--- src/rtl/spi_sample_receiver.sv ---
// -----------------------------------------------------------------------------
// spi_sample_receiver
//
// SPI master front end for the clap-clap light datapath. Drives spi_clock and
// spi_chipselect toward the off-board ADC. Shifts in one SAMPLE_WIDTH-bit word
// per frame, MSB first, and hands each finished word to the clap detector.
//
// Frame: IDLE (GAP_CYCLES, cs high) -> SETUP (cs low, sclk high) ->
// SAMPLE_WIDTH x (LOW, HIGH) -> HOLD -> IDLE. Every phase after IDLE lasts
// CLOCK_DIV cycles, so the frame period is GAP_CYCLES + CLOCK_DIV*(2*SAMPLE_WIDTH+2).
//
// Ports:
//   inclock        system clock, everything on the rising edge
//   reset          asynchronous, active-high reset
//   enable         permission to start a frame (looked at only in IDLE)
//   spi_clock      SPI clock toward the ADC, idles high
//   spi_chipselect active-low chip select toward the ADC
//   spi_data       serial data from the ADC (changes on spi_clock fall)
//   sample_data    last captured word
//   sample_valid   sample_data holds a word not yet consumed
//   sample_ready   consumer accepts the word
//   overrun        one-cycle pulse: an unconsumed word was overwritten
//   fsm_state      current frame state, for observation only
//
// Handshake: a word is consumed on any clock edge where sample_valid and
// sample_ready are both high. sample_data does not change while sample_valid
// is high and the word is unconsumed, except when a new word is loaded. The
// SPI side never waits for the consumer. A load in the same cycle as a consume
// keeps sample_valid high without an overrun. A load with no consume
// overwrites the word and raises overrun alongside the new word.
//
// Build option: define SPI_SAMPLE_SIGNED_EN to convert the ADC's offset-binary
// word to two's complement (MSB inverted) when it is loaded into sample_data.
// -----------------------------------------------------------------------------
module spi_sample_receiver #(
  parameter int SAMPLE_WIDTH = 16,
  parameter int CLOCK_DIV    = 4,
  parameter int GAP_CYCLES   = 8
) (
  input  logic                    inclock,
  input  logic                    reset,
  input  logic                    enable,
  output logic                    spi_clock,
  output logic                    spi_chipselect,
  input  logic                    spi_data,
  output logic [SAMPLE_WIDTH-1:0] sample_data,
  output logic                    sample_valid,
  input  logic                    sample_ready,
  output logic                    overrun,
  output logic [2:0]              fsm_state
);

  typedef enum logic [2:0] {
    ST_IDLE  = 3'd0,
    ST_SETUP = 3'd1,
    ST_LOW   = 3'd2,
    ST_HIGH  = 3'd3,
    ST_HOLD  = 3'd4
  } state_t;

  localparam int DIV_W = $clog2(CLOCK_DIV);
  localparam int GAP_W = (GAP_CYCLES > 1) ? $clog2(GAP_CYCLES) : 1;
  localparam int BIT_W = $clog2(SAMPLE_WIDTH + 1);

  localparam logic [DIV_W-1:0] DIV_LAST = DIV_W'(CLOCK_DIV - 1);
  localparam logic [GAP_W-1:0] GAP_LAST = GAP_W'(GAP_CYCLES - 1);
  localparam logic [BIT_W-1:0] BIT_LAST = BIT_W'(SAMPLE_WIDTH - 1);

  state_t                  state_q, state_d;
  logic [DIV_W-1:0]        div_q;
  logic [GAP_W-1:0]        gap_q;
  logic [BIT_W-1:0]        bit_q;
  logic [SAMPLE_WIDTH-1:0] shift_q;
  logic [1:0]              sync_q;
  logic [SAMPLE_WIDTH-1:0] data_q;
  logic                    valid_q;
  logic                    overrun_q;
  logic                    sclk_q;
  logic                    cs_q;

  logic                    div_last;
  logic                    gap_done;
  logic                    shift_en;
  logic                    load;
  logic                    consume;
  logic [SAMPLE_WIDTH-1:0] load_word;

  assign div_last = (div_q == DIV_LAST);
  // gap_q stops at GAP_LAST, so with enable low it stays "done" and the
  // next frame starts on the first cycle enable returns.
  assign gap_done = (gap_q == GAP_LAST);
  assign shift_en = (state_q == ST_HIGH) && div_last;
  assign load     = (state_q == ST_HOLD) && div_last;
  assign consume  = valid_q && sample_ready;

`ifdef SPI_SAMPLE_SIGNED_EN
  assign load_word = {~shift_q[SAMPLE_WIDTH-1], shift_q[SAMPLE_WIDTH-2:0]};
`else
  assign load_word = shift_q;
`endif

  // Next-state logic
  always_comb begin
    state_d = state_q;
    case (state_q)
      ST_IDLE:  if (gap_done && enable) state_d = ST_SETUP;
      ST_SETUP: if (div_last) state_d = ST_LOW;
      ST_LOW:   if (div_last) state_d = ST_HIGH;
      ST_HIGH:  if (div_last) state_d = (bit_q == BIT_LAST) ? ST_HOLD : ST_LOW;
      ST_HOLD:  if (div_last) state_d = ST_IDLE;
      default:  state_d = ST_IDLE;
    endcase
  end

  always_ff @(posedge inclock or posedge reset) begin
    if (reset) begin
      state_q   <= ST_IDLE;
      div_q     <= '0;
      gap_q     <= '0;
      bit_q     <= '0;
      shift_q   <= '0;
      sync_q    <= '0;
      data_q    <= '0;
      valid_q   <= 1'b0;
      overrun_q <= 1'b0;
      sclk_q    <= 1'b1;
      cs_q      <= 1'b1;
    end else begin
      state_q <= state_d;
      sync_q  <= {sync_q[0], spi_data};

      // Every non-idle phase is exactly CLOCK_DIV cycles, so wrapping at
      // div_last is the same as restarting on each phase change.
      if (state_q == ST_IDLE || div_last) div_q <= '0;
      else                                div_q <= div_q + DIV_W'(1);

      if (state_q == ST_IDLE) begin
        if (!gap_done) gap_q <= gap_q + GAP_W'(1);
      end else if (load) begin
        gap_q <= '0;
      end

      if (shift_en) begin
        shift_q <= {shift_q[SAMPLE_WIDTH-2:0], sync_q[1]};
        bit_q   <= bit_q + BIT_W'(1);
      end else if (load) begin
        bit_q   <= '0;
      end

      if (load) data_q <= load_word;

      if (load)         valid_q <= 1'b1;
      else if (consume) valid_q <= 1'b0;

      overrun_q <= load && valid_q && !sample_ready;

      // Pins are registered from the next state so they carry no decode glitches.
      sclk_q <= (state_d != ST_LOW);
      cs_q   <= (state_d == ST_IDLE);
    end
  end

  assign spi_clock      = sclk_q;
  assign spi_chipselect = cs_q;
  assign sample_data    = data_q;
  assign sample_valid   = valid_q;
  assign overrun        = overrun_q;
  assign fsm_state      = state_q;

endmodule

--- config.mk ---
export PLATFORM = sky130hd
export DESIGN_NAME = spi_sample_receiver
export DESIGN_NICKNAME = d
export VERILOG_FILES = /design/src/rtl/spi_sample_receiver.sv
export SDC_FILE = /design/constraint.sdc
export NUM_CORES = 1
export LEC_CHECK = 0
export ABC_AREA = 1
export CAP_MARGIN = 20
export CORE_MARGIN = 2
export CORE_UTILIZATION = 55
export DETAILED_ROUTE_END_ITERATION = 16
export DONT_BUFFER_PORTS = 1
export PLACE_DENSITY_LB_ADDON = 0.2
export SYNTH_ARGS = -nofsm -noshare
export SYNTH_HDL_FRONTEND = slang
export SYNTH_SLANG_ARGS = --single-unit
--- constraint.sdc ---
create_clock -name inclock -period 1.5 [get_ports inclock]
set_input_delay 0.375 -clock inclock [delete_from_list [all_inputs] [get_ports inclock]]
set_output_delay 0.375 -clock inclock [all_outputs]
set_load 0.02 [all_outputs]
# After elaboration in Yosys (flattened, before gate mapping)
# Cells that the tools add are included.
[op_classes]
eq_ne = 9
n_reduce_logical = 14
n_mux = 15
n_addsub = 3
[op_table]
columns = ["cell", "n"]
rows = [
  ["$mux W3", 9],
  ["$pmux W3 S5", 1],
  ["$mux W5", 2],
  ["$eq A3 B2 Y1 const B", 2],
  ["$eq A3 B3 Y1 const B", 2],
  ["$logic_and A1 B1 Y1", 6],
  ["$logic_not A3 Y1", 2],
  ["$reduce_bool A2 Y1", 3],
  ["$add A5 B1 Y5 const B", 1],
  ["$eq A5 B4 Y1 const B", 1],
  ["$add A3 B1 Y3 const B", 1],
  ["$eq A3 B1 Y1 const B", 1],
  ["$ne A3 B2 Y1 const B", 1],
  ["$add A2 B1 Y2 const B", 1],
  ["$eq A2 B2 Y1 const B", 1],
  ["$mux W1", 2],
  ["$mux W2", 1],
  ["$ne A2 B2 Y1 const B", 1],
  ["$reduce_and A2 Y1", 1],
  ["$logic_not A1 Y1", 1],
  ["$logic_or A1 B1 Y1", 1],
]
[totals]
output_inout_bits = 23
elab_cells = 52
regBits = 51
inputBits = 5

# Logic depth before layout (Yosys ltp)
# Gate-level depths: netlist of the first run.
[depth]
word_depth = 5
ltp_mapped = 10
mapped_depth_nobuf = 10

# Least setup slack after synthesis of the first run
# Ideal clock, no wire load.
[synth_path]
path_kind = "register -> register"
from = "register bit_q[0]"
to = "register sclk_q (netlist: spi_clock)"
required_time_ns = 1.415
slack_ns = 0.206
path_stages_with_launch = 11
arrival_time_ns = 1.209
synth_period_minus_slack_ns = 1.294
setup_time_ns = 0.085
path_buffers = 0
path_cell_list = "dfrtp_1 -> ha_1 -> nand2_1 -> nor2_1 -> ha_1 -> nand2_1 -> inv_1 -> nand2_1 -> nand3_1 -> inv_1 -> nand3_1"
[synth_between]
elab_chain_cells = 5
[synth_lines]
columns = ["element", "line", "text"]
rows = [
  ["from (decl)", "72", "logic [BIT_W-1:0] bit_q;"],
  ["from (signal assigned)", "145", "bit_q <= bit_q + BIT_W'(1);"],
  ["$eq A5 B4 Y1", "109", "ST_HIGH: if (div_last) state_d = (bit_q == BIT_LAST) ? ST_HOLD : ST_LOW;"],
  ["$mux W3 (2 in series)", "109", ""],
  ["$pmux W3 S5", "105", "case (state_q)"],
  ["named net state_d[1]", "69", "state_t state_q, state_d;"],
  ["$ne A3 B2 Y1", "158", "sclk_q <= (state_d != ST_LOW);"],
  ["to (signal assigned)", "158", ""],
  ["to (decl)", "78", "logic sclk_q;"],
]
# The timed path passes the listed nets, and every way through them passes these cells.
# A chain may end at the register's enable or synchronous reset.

# Worst setup path after layout of the first run
[layout_path]
from = "register bit_q[0]"
to = "register cs_q (netlist: spi_chipselect)"
[layout_between]
elab_chain_cells = 5
[layout_lines]
columns = ["element", "line", "text"]
rows = [
  ["$eq A5 B4 Y1", "109", ""],
  ["$mux W3 (2 in series)", "109", ""],
  ["$pmux W3 S5", "105", ""],
  ["$logic_not A3 Y1", "159", "cs_q <= (state_d == ST_IDLE);"],
  ["to (signal assigned)", "159", ""],
  ["to (decl)", "79", "logic cs_q;"],
]
# No other way between the ends.

==> results.py, run 1 <==
metrics = {
    "outcome": {
        "outcome": "finished clean",
    },
    "clock_tree": {
        "htree_levels": 2,
        "cts.sinks": 51,
        "cts.clk_slew.worst_paths_ns": 0.09,
        "clockBufferDepth": 2,
        "clkLatencyLatePin_ns": 0.30,
        "cts_root_buf": "clkbuf_8",
        "cts_buffers": 5,
        "cts_tree": "done",
    },
    "timing": {
        "tightest_slew_ns": 0.376,
        "rsz0062_at_grt": "yes",
        "setup_viol": 0,
        "fin_crit_ns": 1.43,
        "hold_viol_final": 0,
        "max_slew_margin": 0.749,
        "drv_slew": 0,
        "setup_tns_ns": 0,
        "max_freq_mhz": 699,
        "timing.final.crit_share": 0.953,
        "fin_skew_ns": 0.00824,
    },
    "critical_path": {
        "path_max_fanout": 4,
        "timing.rr.end": "spi_chipselect",
        "crit_path_end_kind": "flip-flop",
        "r2r_cells": 10,
        "r2r-start": "bit_q[0]",
        "crit_chain": "ha_2, nand2_2, nor2_2, ha_2, nand2_1, inv_1, nand2_1, nand3_2, nand3_2, nor2_2",
        "criticalPathCategory": "reg -> reg",
        "startpoint_type": "flip-flop",
        "cp_data_arrival_time_ns": 1.67,
        "slowest_stage": "dfrtp_1",
        "r2r_slack_ns": 0.07,
        "crit_required_ns": 1.74,
        "timing.critical_path.slowest_cell_delay_ns": 0.40,
    },
    "floorplanning": {
        "num_rows": 22,
        "ioPinCount": 28,
        "die_h_um": 66.3,
        "fp.coreArea_um2": 3690,
        "die-area_um2": 4400,
        "start_util": 0.579,
        "fp.dieW_um": 66.3,
    },
    "drt": {
        "first_iter_violations": 81,
        "totalWireLength_um": 3630,
        "first_pass_iters": 4,
        "vias": 1408,
        "drc": 0,
        "vias_per_cell": 5.16,
        "post_drt_wl_per_cell_um": 13.3,
        "antenna_left": 0,
    },
    "global_route": {
        "grt_max_degree": 37,
        "antenna_found_initial": 0,
        "grt_pass1_wl_um": 6530,
        "track_usage": 0.196,
        "grt_pass1_vias": 1449,
        "overflow": 0,
    },
    "synth": {
        "synth.most_common_cell": "nand2_1",
        "synth_seq_area_share": 0.599,
        "synth_cell_types": 25,
        "yosysWarnings": 0,
        "synth_area_um2": 2130,
        "syn_inst": 216,
        "avgSynthCellArea_um2": 9.88,
        "synth_top_area_frac": 0.574,
        "syn_nets": 226,
        "synth_edf_count": 0,
        "ys_ff_latch": 51,
        "yosysTopAreaCell": "dfrtp_1",
        "postSynth.asyncResetShare": 1.00,
        "synth_ff_type": "dfrtp_1",
        "synth_common_cells": "nand2_1 (56), dfrtp_1 (49), inv_1 (28), o21ai_0 (17), o21ai_2 (15)",
        "synth_area_leaders": "dfrtp_1 (57%), nand2_1 (9.8%), o21ai_2 (6.2%)",
    },
    "flow_run": {
        "maxCapViolations": 0,
    },
    "cells_and_area": {
        "stdcell_area_um2": 2400,
        "drive_above_1_share": 0.218,
        "stdcell_count": 273,
        "n_antenna_cell": 0,
        "synthToLayoutAreaGrowth_pct": 12.4,
        "fillers": 299,
        "finish.utilization": 0.651,
        "num-nets-final": 235,
    },
    "place": {
        "place_area_um2": 2250,
        "gp_congestion": 0.746,
        "hpwlAfterDp_um": 2630,
        "io_buffer_count": 0,
        "dp_cells": 264,
    },
    "worst_hold_path": {
        "hold_class": "in -> reg",
        "hold_end": "sync_q[0]",
        "min_from": "spi_data",
        "hold_depth": 0,
    },
    "power": {
        "power.leakage_uw": 0.00113,
        "ir_drop_uv": 781,
        "power.density_nw_per_um2": 980,
    },
}
-- metrics by stage --
step	hold slack (ns)	power, uW	setup WS (ns)
2_1_floorplan	0.331	1450	0.206
3_3_place_gp	0.242	1460	0.138
3_5_place_dp	0.249	1460	0.0827
4_1_cts	0.0886	2380	0.0697
5_1_grt	0.0728	2440	-0.0586
6_report	0.0959	2350	0.0699
-- where the power goes --
part / total [uW] / internal [uW] / switching, uW / leakage [uW]
Clock: 915 / 488 / 428 / 0.0000502
Sequential: 1390 / 1380 / 3.71 / 0.000665
Combinational: 49.0 / 12.6 / 36.4 / 0.000413
-- worst max path at each step --
stage	startpoint	end
global placement	bit_q[0]	spi_clock
global route	bit_q[0]	spi_chipselect
detailed placement	bit_q[0]	spi_clock
CTS	bit_q[0]	spi_clock
finish	bit_q[0]	spi_chipselect
floorplan	bit_q[0]	spi_clock
-- cell families after synthesis --
kind of cell,synth area share
simple gates,0.170
flops,0.599
buf+inv,0.0809
compound gates,0.117
fa+ha+maj,0.0293
xor+xnor,0.00410
-- state kept, by name, summed over array words and instances (netlist names) --
register / cells
load_word: 16
gap_q: 3
spi_chipselect: 1
div_q: 2
spi_clock: 1
overrun: 1
sync_q: 2
sample_valid: 1
sample_data: 16
bit_q: 5
fsm_state: 3
-- metal layers --
layer  GRT usage  part of all wire  wire [um]
met4      0.0587             0.012         44
met1       0.252              0.46       1650
met3      0.0477             0.033        121
met2       0.328              0.50       1810
met5           0                 0          0
-- layout make-up --
cell class / instances / area [um2] / area share
flip-flops and latches: 51 / 1280 / 0.533
clock inverters: 2 / 37.5 / 0.0156
repair buffers: 10 / 128 / 0.0532
well taps: 48 / 60.1 / 0.0250
inverters: 31 / 121 / 0.0506
clock buffers: 5 / 68.8 / 0.0287
multi-input cells: 126 / 706 / 0.294
-- cells in the final DEF, fill, tap and decap left out --
cell type,n
o21ai_2,15
nand2_1,55
o21ai_0,17
and3_1,1
clkinvlp_4,2
buf_4,5
buf_12,4
nand3_1,9
nand3_2,3
or2_2,1
clkinv_2,1
nor2_1,6
clkbuf_8,5
o22ai_2,1
dlygate4sd3_1,1
bufinv_16,1
nand4_1,1
nand2_2,1
inv_2,2
ha_1,3
dfstp_2,2
inv_1,27
dfrtp_1,49
nor2_4,1
o21ai_1,3
nor3_1,2
a21oi_1,1
nor2_2,2
nand3_4,1
xor2_1,1
ha_2,2
-- critical path: cells and delay by family (launching register included) --
| family | cells | cell delay (ns) |
|---|---|---|
| buffers and inverters | 1 | 0.06 |
| DFF | 1 | 0.40 |
| adders and majority gates | 2 | 0.39 |
| and+or+nand+nor | 7 | 0.51 |
-- timing repair --
item,in CTS,in global routing
endpoints found under the hold margin,13,0
setup endpoints to repair,0,2
buffers inserted,0,1
hold buffers,1,0
gates resized for setup,0,7
(Power assumes the default switching activity.)
==> inputs of run 2 (changes only) <==
- SETUP_SLACK_MARGIN: default -> 0.5
==> run 2 against run 1 <==
  * Register-to-register slack better by 0.04 ns
  * First-iteration DRC count increased by 67%
  * Core utilization grew 24 points
  * Final cell count rose by 11%
  * Critical path type unchanged
  * Largest power group unchanged
==> results.py, run 2 (synthesized netlist as in run 1, its figures left out) <==
metrics = {
    "cells_and_area": {
        "layout_commonest_cell": "nand2_4",
        "drive_above_1_share": 0.652,
        "n_antenna_cell": 0,
        "num-nets-final": 265,
        "synthToLayoutAreaGrowth_pct": 53.8,
        "final_cell_mix": "nand2_4 (31), dfrtp_1 (29), o21ai_2 (28), inv_1 (24), dfrtp_2 (20)",
        "fillers": 145,
    },
    "timing": {
        "setup_tns_ns": 0,
        "fin_crit_ns": 1.39,
        "holdWs_ns": 0.0814,
        "drv_slew": 0,
        "tightest_slew_ns": 0.298,
        "max_slew_margin": 0.801,
        "setup_viol": 0,
        "timing.final.crit_share": 0.929,
        "fin_skew_ns": 0.00785,
        "hold_viol_final": 0,
        "max_freq_mhz": 718,
        "rsz0062_at_grt": "yes",
    },
    "global_route": {
        "overflow": 0,
        "track_usage": 0.288,
        "grt_pass1_vias": 1842,
        "grt_pass1_wl_um": 8980,
        "grt_max_degree": 52,
        "antenna_found_initial": 0,
    },
    "drt": {
        "antenna_left": 0,
        "first_pass_iters": 4,
        "totalWireLength_um": 6150,
        "first_iter_violations": 135,
        "vias": 1710,
        "post_drt_wl_per_cell_um": 20.2,
        "drc": 0,
        "vias_per_cell": 5.63,
    },
    "critical_path": {
        "r2r_cells": 7,
        "startpoint_type": "flip-flop",
        "crit_path_end_kind": "flip-flop",
        "timing.rr.end": "spi_clock",
        "r2r-start": "fsm_state[1]",
        "criticalPathCategory": "reg -> reg",
        "path_max_fanout": 4,
        "cp_data_arrival_time_ns": 1.64,
        "setup.worst_path.start": "fsm_state[1]",
        "crit_required_ns": 1.74,
        "r2r_slack_ns": 0.11,
    },
    "clock_tree": {
        "cts_buffers": 5,
        "cts_tree": "done",
        "clockBufferDepth": 2,
        "cts.sinks": 51,
        "cts.clk_slew.worst_paths_ns": 0.09,
        "cts_root_buf": "clkbuf_8",
        "clkLatencyLatePin_ns": 0.31,
        "htree_levels": 2,
    },
    "power": {
        "clkPwrFrac": 0.440,
        "power.density_nw_per_um2": 788,
        "power_frac_comb": 0.022,
        "seqPwrFrac": 0.538,
        "p_int_uw": 2060,
        "ir_drop_uv": 698,
        "power.leakage_uw": 0.00144,
        "switchingPower_uw": 522,
        "swShare": 0.202,
    },
    "floorplanning": {
        "start_util": 0.579,
        "num_rows": 22,
        "fp.dieW_um": 66.3,
        "ioPinCount": 28,
        "die_h_um": 66.3,
        "die-area_um2": 4400,
        "fp.coreArea_um2": 3690,
    },
    "outcome": {
        "outcome": "finished clean",
    },
    "worst_hold_path": {
        "hold_class": "in -> reg",
        "hold_depth": 0,
        "min_from": "spi_data",
        "hold_end": "sync_q[0]",
    },
    "place": {
        "io_buffer_count": 0,
        "hpwlAfterDp_um": 2490,
        "gp_congestion": 0.773,
    },
    "flow_run": {
        "maxCapViolations": 0,
    },
}
==> run 2: cell count changes in the layout (fill, tap and decap cells not counted), moves of 4 or more <==
cell and change:
buf_12 +4, buf_16 +6, buf_4 +11, buf_6 +8, dfrtp_1 -20, dfrtp_2 +20
nand2_1 -38, nand2_2 +7, nand2_4 +31, nand3_1 -6, nand3_2 +5, o21ai_0 -17
o21ai_1 +4, o21ai_2 +13
==> run 2: worst max-delay path by stage <==
stage	end	slack [ns]	cells past startpoint
after floorplan	spi_clock	0.24	10
after global placement	spi_chipselect	0.20	10
after detailed placement	spi_chipselect	0.12	10
after CTS	spi_chipselect	0.15	10
after global routing	spi_chipselect	0.04	10
final	spi_clock	0.11	7
==> run 2: cell type report <==
class | instances | area [um2] | area share
Sequential cell | 51 | 1300 | 0.397
Clock buffer | 5 | 68.8 | 0.0210
Clock inverter | 3 | 67.6 | 0.0206
Tap cell | 48 | 60.1 | 0.0183
Inverter | 31 | 133 | 0.0404
Timing Repair Buffer | 40 | 571 | 0.174
Multi-Input combinational cell | 126 | 1080 | 0.329
==> run 2: power groups by stage <==
| stage | logic [uW] | clock network [uW] | registers [uW] |
|---|---|---|---|
| floorplan | 33.9 | 0 | 1410 |
| global placement | 48.0 | 0 | 1420 |
| detailed placement | 49.9 | 0 | 1420 |
| CTS | 54.3 | 1140 | 1390 |
| global route | 65.6 | 1200 | 1390 |
| finish | 58.2 | 1140 | 1390 |
==> run 2: worst max-delay path: stages (launching register included) <==
cell and delay [ns]:
dfrtp_2 0.46, nor2_4 0.07, buf_4 0.13, buf_4 0.13
nor2_1 0.24, nand3_2 0.16, inv_2 0.08, nand3_1 0.06
==> run 2: repair_timing <==
item,CTS,global route
resized for setup,84,55
endpoints found under the hold margin,12,0
hold buffers,1,0
endpoints found under the setup margin,72,72
gates cloned,6,1
pin swaps,14,10
setup buffers,18,8
==> run 2: metrics by stage <==
step / instances / setup WS [ns] / total power (uW) / cell area (um2) / utilization
after global routing: 304 / 0.0414 / 2660 / 3280 / 0.890
after global placement: 262 / 0.202 / 1460 / 2290 / 0.621
after CTS: 295 / 0.152 / 2580 / 3000 / 0.814
after floorplan: 216 / 0.242 / 1450 / 2240 / -
final: 304 / 0.106 / 2590 / 3280 / 0.890
after detailed placement: 262 / 0.122 / 1470 / 2290 / 0.621
==> run 2: per-layer routing <==
| metal | vias up | GRT usage | wire [um] |
|---|---|---|---|
| met1 | 877 | 0.327 | 2310 |
| met2 | 52 | 0.499 | 3410 |
| met4 | 0 | 0.120 | 114 |
| met5 | - | 0 | 0 |
| met3 | 13 | 0.0920 | 307 |
| li1 | 768 | - | - |
==> inputs of run 3 (changes only) <==
- CORE_MARGIN: 2 -> 4
==> run 3 against run 2 <==
  * Register-to-register slack lost 0.03 ns
  * First-iteration DRC count down 16%
  * Critical path depth fell by 2
  * Via count decreased by 5.3%
  * The flow now finishes with violations (hold timing)
  * Clock skew decreased by 0.0012 ns
  * Wire length decreased by 19%
  * Core utilization fell by 13 points
  * Global-route usage is 9.1 points lower
==> results.py, run 3 (synthesized netlist as in run 1, its figures left out) <==
metrics = {
    "outcome": {
        "outcome": "complete, but fails checks",
        "violations": "hold timing",
    },
    "power": {
        "p_int_uw": 1880,
        "swShare": 0.198,
        "power.density_nw_per_um2": 836,
        "switchingPower_uw": 466,
        "power_frac_comb": 0.021,
        "power.leakage_uw": 0.00126,
        "seqPwrFrac": 0.590,
        "ir_drop_uv": 636,
        "clkPwrFrac": 0.389,
    },
    "global_route": {
        "track_usage": 0.198,
        "grt_pass1_wl_um": 7750,
        "antenna_found_initial": 0,
        "grt_pass1_vias": 1658,
        "overflow": 0,
        "grt_max_degree": 35,
    },
    "timing": {
        "max_freq_mhz": 703,
        "max_slew_margin": 0.724,
        "fin_skew_ns": 0.00664,
        "timing.final.crit_share": 0.948,
        "drv_slew": 0,
        "fin_crit_ns": 1.42,
        "setup_viol": 0,
        "rsz0062_at_grt": "yes",
        "hold_viol_final": 15,
        "setup_tns_ns": 0,
        "tightest_slew_ns": 0.413,
        "holdWs_ns": -0.0658,
    },
    "flow_run": {
        "maxCapViolations": 0,
    },
    "drt": {
        "vias_per_cell": 5.51,
        "first_iter_violations": 113,
        "totalWireLength_um": 4960,
        "antenna_left": 0,
        "vias": 1620,
        "first_pass_iters": 4,
        "drc": 0,
        "post_drt_wl_per_cell_um": 16.9,
    },
    "cells_and_area": {
        "num-nets-final": 256,
        "fillers": 231,
        "synthToLayoutAreaGrowth_pct": 31.7,
        "stdcell_area_um2": 2810,
        "drive_above_1_share": 0.488,
        "layout_commonest_cell": "nand2_1",
        "n_antenna_cell": 0,
        "final_cell_mix": "nand2_1 (35), dfrtp_1 (29), inv_1 (25), dfrtp_2 (20), nand2_2 (19)",
    },
    "critical_path": {
        "r2r_slack_ns": 0.08,
        "endpoint": "sample_data[14]",
        "cp_data_arrival_time_ns": 1.59,
        "crit_required_ns": 1.67,
        "r2r_cells": 5,
        "crit_path_end_kind": "flip-flop",
        "path_max_fanout": 21,
        "r2r-start": "div_q[0]",
        "startpoint_type": "flip-flop",
        "setup.worst_path.start": "div_q[0]",
        "criticalPathCategory": "reg -> reg",
        "timing.rr.end": "sample_data[14]",
    },
    "clock_tree": {
        "clockBufferDepth": 2,
        "cts_tree": "done",
        "cts_root_buf": "clkbuf_8",
        "clkLatencyLatePin_ns": 0.30,
        "cts.sinks": 51,
        "cts.clk_slew.worst_paths_ns": 0.09,
        "cts_buffers": 5,
        "htree_levels": 2,
    },
    "floorplanning": {
        "num_rows": 22,
        "die-area_um2": 4940,
        "die_h_um": 70.3,
        "fp.coreArea_um2": 3720,
        "start_util": 0.574,
        "ioPinCount": 28,
        "fp.dieW_um": 70.3,
    },
    "place": {
        "io_buffer_count": 0,
        "gp_congestion": 0.737,
        "place_area_um2": 2280,
        "hpwlAfterDp_um": 2560,
    },
    "worst_hold_path": {
        "hold_class": "in -> async",
    },
}
[run 3: cell types whose count changed in the layout (fill, tap and decap cells not counted), moves of 4 or more]
cell / before / now
nand3_1: 3 / 7
o21ai_0: 0 / 10
nand2_2: 8 / 19
buf_16: 6 / 1
o21ai_2: 28 / 17
nand2_4: 31 / 2
nand2_1: 17 / 35
[run 3: metrics by stage]
stage                     instances  hold WS (ns)  worst slack, ns  total power, uW  utilization
after global routing            294       -0.0433           0.0133             2430        0.757
final                           294       -0.0658           0.0776             2350        0.757
after CTS                       283       -0.0592            0.139             2350        0.716
after global placement          262         0.260            0.141             1460        0.613
after floorplan                 216         0.331            0.242             1450            -
after detailed placement        262         0.267            0.111             1470        0.613
[run 3: final cells by class]
type | count | area [um2] | share of cell area
flip-flops and latches | 51 | 1300 | 0.464
multi-input cells | 127 | 845 | 0.300
repair buffers | 30 | 373 | 0.133
inverters | 31 | 128 | 0.0454
clock buffers | 6 | 72.6 | 0.0258
well taps | 48 | 60.1 | 0.0214
clock inverters | 1 | 30.0 | 0.0107
[run 3: worst max-delay path: stages (launching register included)]
cell	delay, ns
dfrtp_1	0.41
ha_4	0.23
nand3_2	0.15
bufbuf_16	0.33
nand2_1	0.08
o21ai_0	0.10
[run 3: power by group through the flow]
stage | combinational, uW | clock, uW | sequential (uW)
2_1_floorplan | 33.9 | 0 | 1410
3_3_place_gp | 48.9 | 0 | 1420
3_5_place_dp | 49.9 | 0 | 1420
4_1_cts | 49.8 | 916 | 1390
5_1_grt | 58.1 | 983 | 1390
6_report | 48.4 | 914 | 1390
[run 3: worst min-delay path by stage]
stage                     startpoint        endpoint  slack [ns]  cells past startpoint
final                          reset        gap_q[0]       -0.07                      1
after detailed placement       reset    load_word[6]        0.27                      1
after global placement         reset    load_word[6]        0.26                      1
after CTS                      reset    load_word[6]       -0.06                      1
after global routing           reset  sample_data[6]       -0.04                      1
after floorplan            sync_q[0]       sync_q[1]        0.33                      0
[run 3: what timing repair did]
item,CTS,global route
setup buffers,12,8
resized for setup,41,15
gates cloned,2,3
setup endpoints to repair,72,72
pin swaps,11,6
hold endpoints to repair,15,15
[run 3: routing by layer]
layer,global-route usage,wire length (um)
met5,0,0
met2,0.356,2620
met3,0.0417,263
met1,0.237,1970
met4,0.0553,98
